==> config.mk <==
export PLATFORM = sky130hd
export DESIGN_NAME = seq_match_logger
export DESIGN_NICKNAME = d
export VERILOG_FILES = /design/src/rtl/seq_match_logger.sv
export SDC_FILE = /design/constraint.sdc
export NUM_CORES = 1
export LEC_CHECK = 0
export ABC_AREA = 1
export CORE_UTILIZATION = 51
export DETAILED_ROUTE_END_ITERATION = 16
export HOLD_SLACK_MARGIN = 0.06
export PLACE_DENSITY = 0.76
export SLEW_MARGIN = 20
export SYNTH_ARGS = -nofsm -noshare
export SYNTH_HDL_FRONTEND = slang
export SYNTH_SLANG_ARGS = --single-unit
==> constraint.sdc <==
create_clock -name i_clk -period 1.7 [get_ports i_clk]
set_input_delay 0.34 -clock i_clk [delete_from_list [all_inputs] [get_ports i_clk]]
set_output_delay 0.34 -clock i_clk [all_outputs]
set_load 0.01 [all_outputs]
==> src/rtl/seq_match_logger.sv <==
// Logs the bit index of each detector match into a show-ahead FIFO, with saturating match count and sticky overflow.
// Latency: a match at edge N is visible on o_evt_valid/o_evt_pos right after edge N.
// Backpressure: o_evt_valid/i_evt_ready drain; a match arriving when full with no pop is dropped and sets o_ovf.
module seq_match_logger #(
    parameter  int CNT_W   = 8,
    parameter  int DEPTH   = 4,
    parameter  int MATCH_W = 16,
    localparam int ADDR_W  = $clog2(DEPTH)
) (
    input  logic               i_clk,
    input  logic               i_reset,
    input  logic               i_clear,
    input  logic               i_bit_en,
    input  logic               i_z,
    input  logic               i_evt_ready,
    output logic               o_evt_valid,
    output logic [CNT_W-1:0]   o_evt_pos,
    output logic [ADDR_W:0]    o_fill,
    output logic [MATCH_W-1:0] o_match_total,
    output logic               o_ovf
);

    logic [CNT_W-1:0]   r_mem [DEPTH];
    logic [ADDR_W-1:0]  r_rd_ptr;
    logic [ADDR_W-1:0]  r_wr_ptr;
    logic [ADDR_W:0]    r_fill;
    logic [CNT_W-1:0]   r_bit_idx;
    logic [MATCH_W-1:0] r_match_total;
    logic               r_ovf;

    logic w_push;
    logic w_pop;
    logic w_full;
    logic w_wr_ok;

    assign w_push  = i_z & i_bit_en;
    assign w_pop   = o_evt_valid & i_evt_ready;
    assign w_full  = (r_fill == (ADDR_W+1)'(DEPTH));
    // A full FIFO still accepts a push when the head leaves on the same edge.
    assign w_wr_ok = w_push & (~w_full | w_pop);

    always_ff @(posedge i_clk or negedge i_reset) begin
        if (!i_reset) begin
            r_bit_idx <= '0;
        end else if (i_clear) begin
            r_bit_idx <= '0;
        end else if (i_bit_en) begin
            r_bit_idx <= r_bit_idx + CNT_W'(1);
        end
    end

    always_ff @(posedge i_clk or negedge i_reset) begin
        if (!i_reset) begin
            for (int i = 0; i < DEPTH; i++) begin
                r_mem[i] <= '0;
            end
            r_wr_ptr <= '0;
        end else if (i_clear) begin
            r_wr_ptr <= '0;
        end else if (w_wr_ok) begin
            r_mem[r_wr_ptr] <= r_bit_idx;
            r_wr_ptr        <= r_wr_ptr + ADDR_W'(1);
        end
    end

    always_ff @(posedge i_clk or negedge i_reset) begin
        if (!i_reset) begin
            r_rd_ptr <= '0;
        end else if (i_clear) begin
            r_rd_ptr <= '0;
        end else if (w_pop) begin
            r_rd_ptr <= r_rd_ptr + ADDR_W'(1);
        end
    end

    always_ff @(posedge i_clk or negedge i_reset) begin
        if (!i_reset) begin
            r_fill <= '0;
        end else if (i_clear) begin
            r_fill <= '0;
        end else begin
            case ({w_wr_ok, w_pop})
                2'b10:   r_fill <= r_fill + (ADDR_W+1)'(1);
                2'b01:   r_fill <= r_fill - (ADDR_W+1)'(1);
                default: r_fill <= r_fill;
            endcase
        end
    end

    always_ff @(posedge i_clk or negedge i_reset) begin
        if (!i_reset) begin
            r_match_total <= '0;
            r_ovf         <= 1'b0;
        end else if (i_clear) begin
            r_match_total <= '0;
            r_ovf         <= 1'b0;
        end else begin
            if (w_push && (r_match_total != {MATCH_W{1'b1}})) begin
                r_match_total <= r_match_total + MATCH_W'(1);
            end
            if (w_push && w_full && !w_pop) begin
                r_ovf <= 1'b1;
            end
        end
    end

    assign o_evt_valid   = (r_fill != '0);
    assign o_evt_pos     = o_evt_valid ? r_mem[r_rd_ptr] : '0;
    assign o_fill        = r_fill;
    assign o_match_total = r_match_total;
    assign o_ovf         = r_ovf;

endmodule

After elaboration in Yosys (flattened, before gate mapping)
Cells that the tools add are included.

Register bits after elaboration: 64. Bits of input ports: 6. Output and inout bits: 29.

Add/subtract/negate cells: 6. Order comparisons: 3. Equality and inequality tests: 4. Multiplexer cells: 19. Bitwise logic cells: 8. Reductions and logical operators: 13.

Operators by type and width (number): $mux 8 (6); $bwmux 32 (1); $mux 16 (2); $add 16x1->16 const B (1); $bmux 8 s2 (1); $demux 8 s2 (1); $ne 16x16->1 const B (1); $reduce_bool 2->1 (5); $add 8x1->8 const B (1); $mux 2 (4); $ge 3x3->1 const B (2); $not 2->3 (2); $pmux 3 s2 (1); $reduce_bool 3->1 (2); $add 2x1->2 const B (2); $logic_and 1x1->1 (4); $add 3x1->3 const B (1); $and 1x1->1 (3); $eq 3x3->1 const B (1); $lt 3x1->1 const B (1); $mux 3 (1); $sub 3x1->3 const B (1); $eq 2x1->1 const B (1); $eq 2x2->1 const B (1); 5 further kinds (7).

Longest topological paths before layout
Word-level depth: 7. Mapped depth: 10. Mapped depth without buffers: 10.

Least setup slack after synthesis
Ideal clock, no wire load.

Path kind: register to register. Start point: register r_fill[1] (netlist: o_fill[1]). End point: register r_fill[2] (netlist: o_fill[2]). Arrival: 1738 ps. Setup slack: -120 ps. Cell stages (with the launch flop): 11. Buffers on the path: 0. Path through: dfrtp_1 nor2_1 nand2_1 nand3_1 inv_1 fa_1 xnor2_1 inv_1 nand2_1 nand2_1 o21ai_0.

Word-level cells in the longest chain between the ends: 7. Elaborated cells on any way between the ends: 13. Those cells by class: add/sub (2); eq/ne (3); mux (2); bitwise (4); reduce/logical (2).

Ends and longest elaborated chain: from (decl) (RTL line 26) `logic [ADDR_W:0] r_fill;`; from (signal assigned) (RTL line 83) `2'b10: r_fill <= r_fill + (ADDR_W+1)'(1);`; from (signal assigned) (RTL line 84) `2'b01: r_fill <= r_fill - (ADDR_W+1)'(1);`; from (signal assigned) (RTL line 85) `default: r_fill <= r_fill;`; $reduce_bool 3->1 * (RTL line 107) `assign o_evt_valid = (r_fill != '0);`; net o_evt_valid (RTL line 16) `output logic o_evt_valid,`; $and 1x1->1 * (RTL line 37) `assign w_pop = o_evt_valid & i_evt_ready;`; $or 1x1->1 (RTL line 40) `assign w_wr_ok = w_push & (~w_full | w_pop);`; $and 1x1->1 (RTL line 40); $eq 2x1->1 or $eq 2x2->1 (tied branches) (RTL line 82) `case ({w_wr_ok, w_pop})`; $pmux 3 s2 (RTL line 82); $mux 3 (RTL line 79) `end else if (i_clear) begin`.

The timed path passes the listed nets; every way through them passes the cells marked *. A chain may end at the register's enable or synchronous reset.

Worst setup path in the final report
Start point: register r_rd_ptr[0]. End point: output port o_evt_pos[3].

Word-level cells in the longest chain between the ends: 5.

Ends and longest elaborated chain: from (decl) (RTL line 24) `logic [ADDR_W-1:0] r_rd_ptr;`; from (signal assigned) (RTL line 72) `r_rd_ptr <= r_rd_ptr + ADDR_W'(1);`; $not 2->3 (not written as such) (RTL line 108) `assign o_evt_pos = o_evt_valid ? r_mem[r_rd_ptr] : '0;`; $bmux 8 s2 (RTL line 108); $mux 8 (not written as such) (2 in a row) (RTL line 108); $mux 8 (RTL line 108); to (decl) (RTL line 17) `output logic [CNT_W-1:0] o_evt_pos,`.

Every way passes these cells. The select of a mux whose other input is x is not followed.

==> results.tsv <==
stage	metric	value	unit
sta	WHS	0.493	ns
final_layout	final instance area	4330	µm²
power_and_ir_drop	Lkg Pwr	2.15	nW
yosys	post-synthesis sequential area ratio	47.7	%
yosys	area of the mapped netlist	3360	µm²
drt	DRT Pass-1 Iters	5	
sta	Worst-Margin Slew	0.391	ns
grt	largest net degree at the start of global routing	65	
drt	Final ANT Viol Nets	0	
sta	Setup violations, final	7	
final_layout	commonest non-fill, non-tap cell in the layout	nand2_1	
floorplan	Core ar.	6350	µm²
grt	global-route wire length before repair	14000	µm
cts	worst skew pair latency	0.33	ns
floorplan	Initial Util	52.9	%
worst_setup_path	Setup CP Type	flop to primary output	
yosys	Yosys reg bits	64	
grt	vias in the first global route	3144	
floorplan	Die Area	6910	µm²
floorplan	die height	83.1	µm
final_layout	share of cells above drive strength 1	21.8	%
cts	clock sinks	64	
final_layout	Post-Route Utilization	68.1	%
yosys	syn avg cell area	7.92	µm²
yosys	Netlist cell types	30	
worst_setup_path	CP arrival	1.43	ns
drt	met3 WL	313	µm
floorplan	row count	29	
placed_design	DP HPWL	5230	µm
worst_setup_path	R2R Path End	o_fill[2]	
drt	Residual DRC	0	
final_layout	most frequent cells in the layout	nand2_1 (119), nor2_1 (56), dfrtp_1 (56), o21ai_1 (45), buf_4 (40)	
outcome	status	finished, violations left	
drt	Wirelength per Cell	13.6	µm
grt	initial antenna violation count	0	
sta	endpoints failing hold	0	
placed_design	Place WS	-0.286	ns
worst_setup_path	CP endpoint	o_evt_pos[3]	
placed_design	number of buffers added on ports	34	
sta	fmax	565	MHz
yosys	synthesis warning total	0	
drt	Vias/cell	5.24	
outcome	failing checks	setup timing	
placed_design	placed cell areas	4010	µm²
final_layout	Post-layout nets	517	
yosys	Post-Syn Instances	424	
drt	Metal-1 WL	3540	µm
worst_setup_path	Setup crit start kind	flop	
sta	Final Critical Period	1.77	ns
yosys	Async SR Flop Fraction	100	%
flow_run	Max Cap Viol	0	
drt	top sig layer	met4	
cts	root buffer cell	clkbuf_8	
worst_setup_path	CP endpoint kind	primary output	
drt	Iter 0 DRT Violations	168	
worst_setup_path	CP Launch Point	r_rd_ptr[0]	
sta	Max Slew Vio Count	0	
grt	GR Overflow Total	0	
worst_setup_path	Worst R2R Start	o_fill[0]	
worst_setup_path	flop2flop setup slack	0.02	ns
worst_setup_path	Critical Path RT	1.36	ns
sta	Clock Skew	0.00722	ns
cts	H-Tree Depth	3	
drt	via count	3073	
cts	CTS max path bufs	2	
yosys	Mapped Nets	437	
worst_setup_path	Critical Path Fanout Max	5	
sta	Final period util	104	%
final_layout	area grow syn2layout	28.8	%
power_and_ir_drop	Power Density	979	nW/µm²
cts	clock slew at reported path FFs	0.07	ns
cts	CTS tree	done	
sta	relative slew slack	73.9	%
hold_path	Hold WC Path Type	flop to flop	
drt	final WL	7980	µm
cts	CTS buffer count	9	
worst_setup_path	R2R depth	10	
sta	setup ws final	-0.0689	ns
placed_design	RePlAce Congestion	0.848	
power_and_ir_drop	Worst IR Drop VDD	0.662	mV
floorplan	die width	83.1	µm
sta	unrepaired setup endpoints after global routing	yes	
floorplan	# IOs	35	
drt	met2 wire len	4050	µm
grt	GRT Total Usage	24.9	%
power_and_ir_drop	Pwr Total	4.24	mW
final_layout	diode count	0	
yosys	ys flop type	dfrtp_1	
yosys	EDFF count, synth	0	
==> Yosys cell counts (3+ instances only) <==
library cell | number | share of area (%)
nand3_1 | 14 | 2.1
ha_1 | 6 | 2.2
nand2_1 | 120 | 13
buf_6 | 5 | 1.7
o21ai_1 | 32 | 4.8
nand2_4 | 4 | 1.3
dfrtp_1 | 64 | 48
buf_2 | 3 | 0.45
o21bai_1 | 3 | 0.67
nor2_1 | 61 | 6.8
clkbuf_1 | 4 | 0.45
nand4_1 | 14 | 2.6
nand2_2 | 3 | 0.56
o21ai_0 | 28 | 4.2
inv_1 | 26 | 2.9
xor2_1 | 4 | 1.0
a21oi_1 | 14 | 2.1
==> report_power, final <==
part | internal [mW] | switching [mW]
logic | 0.598 | 0.658
registers | 1.60 | 0.0601
clock network | 0.721 | 0.604
==> metrics by stage <==
stage,setup TNS (ns),instances
after global routing,-1.15,586
after floorplan,0,424
final,-0.237,586
after detailed placement,-5.67,557
after global placement,-4.38,557
after CTS,-0.354,578
==> layout make-up <==
type | count | area, µm²
clock inverter | 6 | 68.8
fill | 516 | 2020
sequential | 64 | 1610
timing repair buffer | 81 | 692
multi-input combinational | 319 | 1610
tap | 77 | 96.3
clock buffer | 10 | 138
inverter | 29 | 110
==> per-layer routing <==
metal	vias up	track usage (%)
met5	-	0
met4	0	8.15
met3	8	6.86
met2	70	42.5
met1	1454	30.6
li1	1541	-
==> logic make-up after synthesis <==
group	synth area share [%]
AND/OR/NAND/NOR	30.0
flip-flops	47.7
adder cells (fa/ha/maj)	2.83
AO/OA/AOI/OAI	12.1
buffers and inverters	6.04
XOR/XNOR	1.30
==> worst max-delay path: stages, from the launching register on <==
cell and delay (ns):
dfrtp_2 0.43, buf_6 0.14, nor2_1 0.04, nor2_1 0.09, o21ai_1 0.08, a21oi_1 0.16, buf_2 0.16
==> worst min-delay path by stage <==
stage	startpoint	end	slack, ns	cells past startpoint
after global routing	r_mem[22]	r_mem[22]	0.52	2
after detailed placement	i_reset	r_mem[2]	0.38	2
final	r_mem[7]	r_mem[7]	0.49	2
after global placement	i_reset	r_mem[18]	0.38	2
after floorplan	i_reset	o_fill[0]	0.04	0
after CTS	r_mem[22]	r_mem[22]	0.49	2
==> flip-flops by register name (all words and copies together) (netlist names) <==
signal,cells
r_mem,32
o_match_total,16
r_bit_idx,8
o_fill,3
r_rd_ptr,2
r_wr_ptr,2
o_ovf,1
==> timing repair <==
item	CTS	global route
gates resized for setup	61	24
setup buffers	3	7
hold endpoints to repair	64	0
endpoints found under the setup margin	24	24
cloned	1	1
hold buffers	1	0
pin swaps	4	14
(Power assumes the default switching activity.)
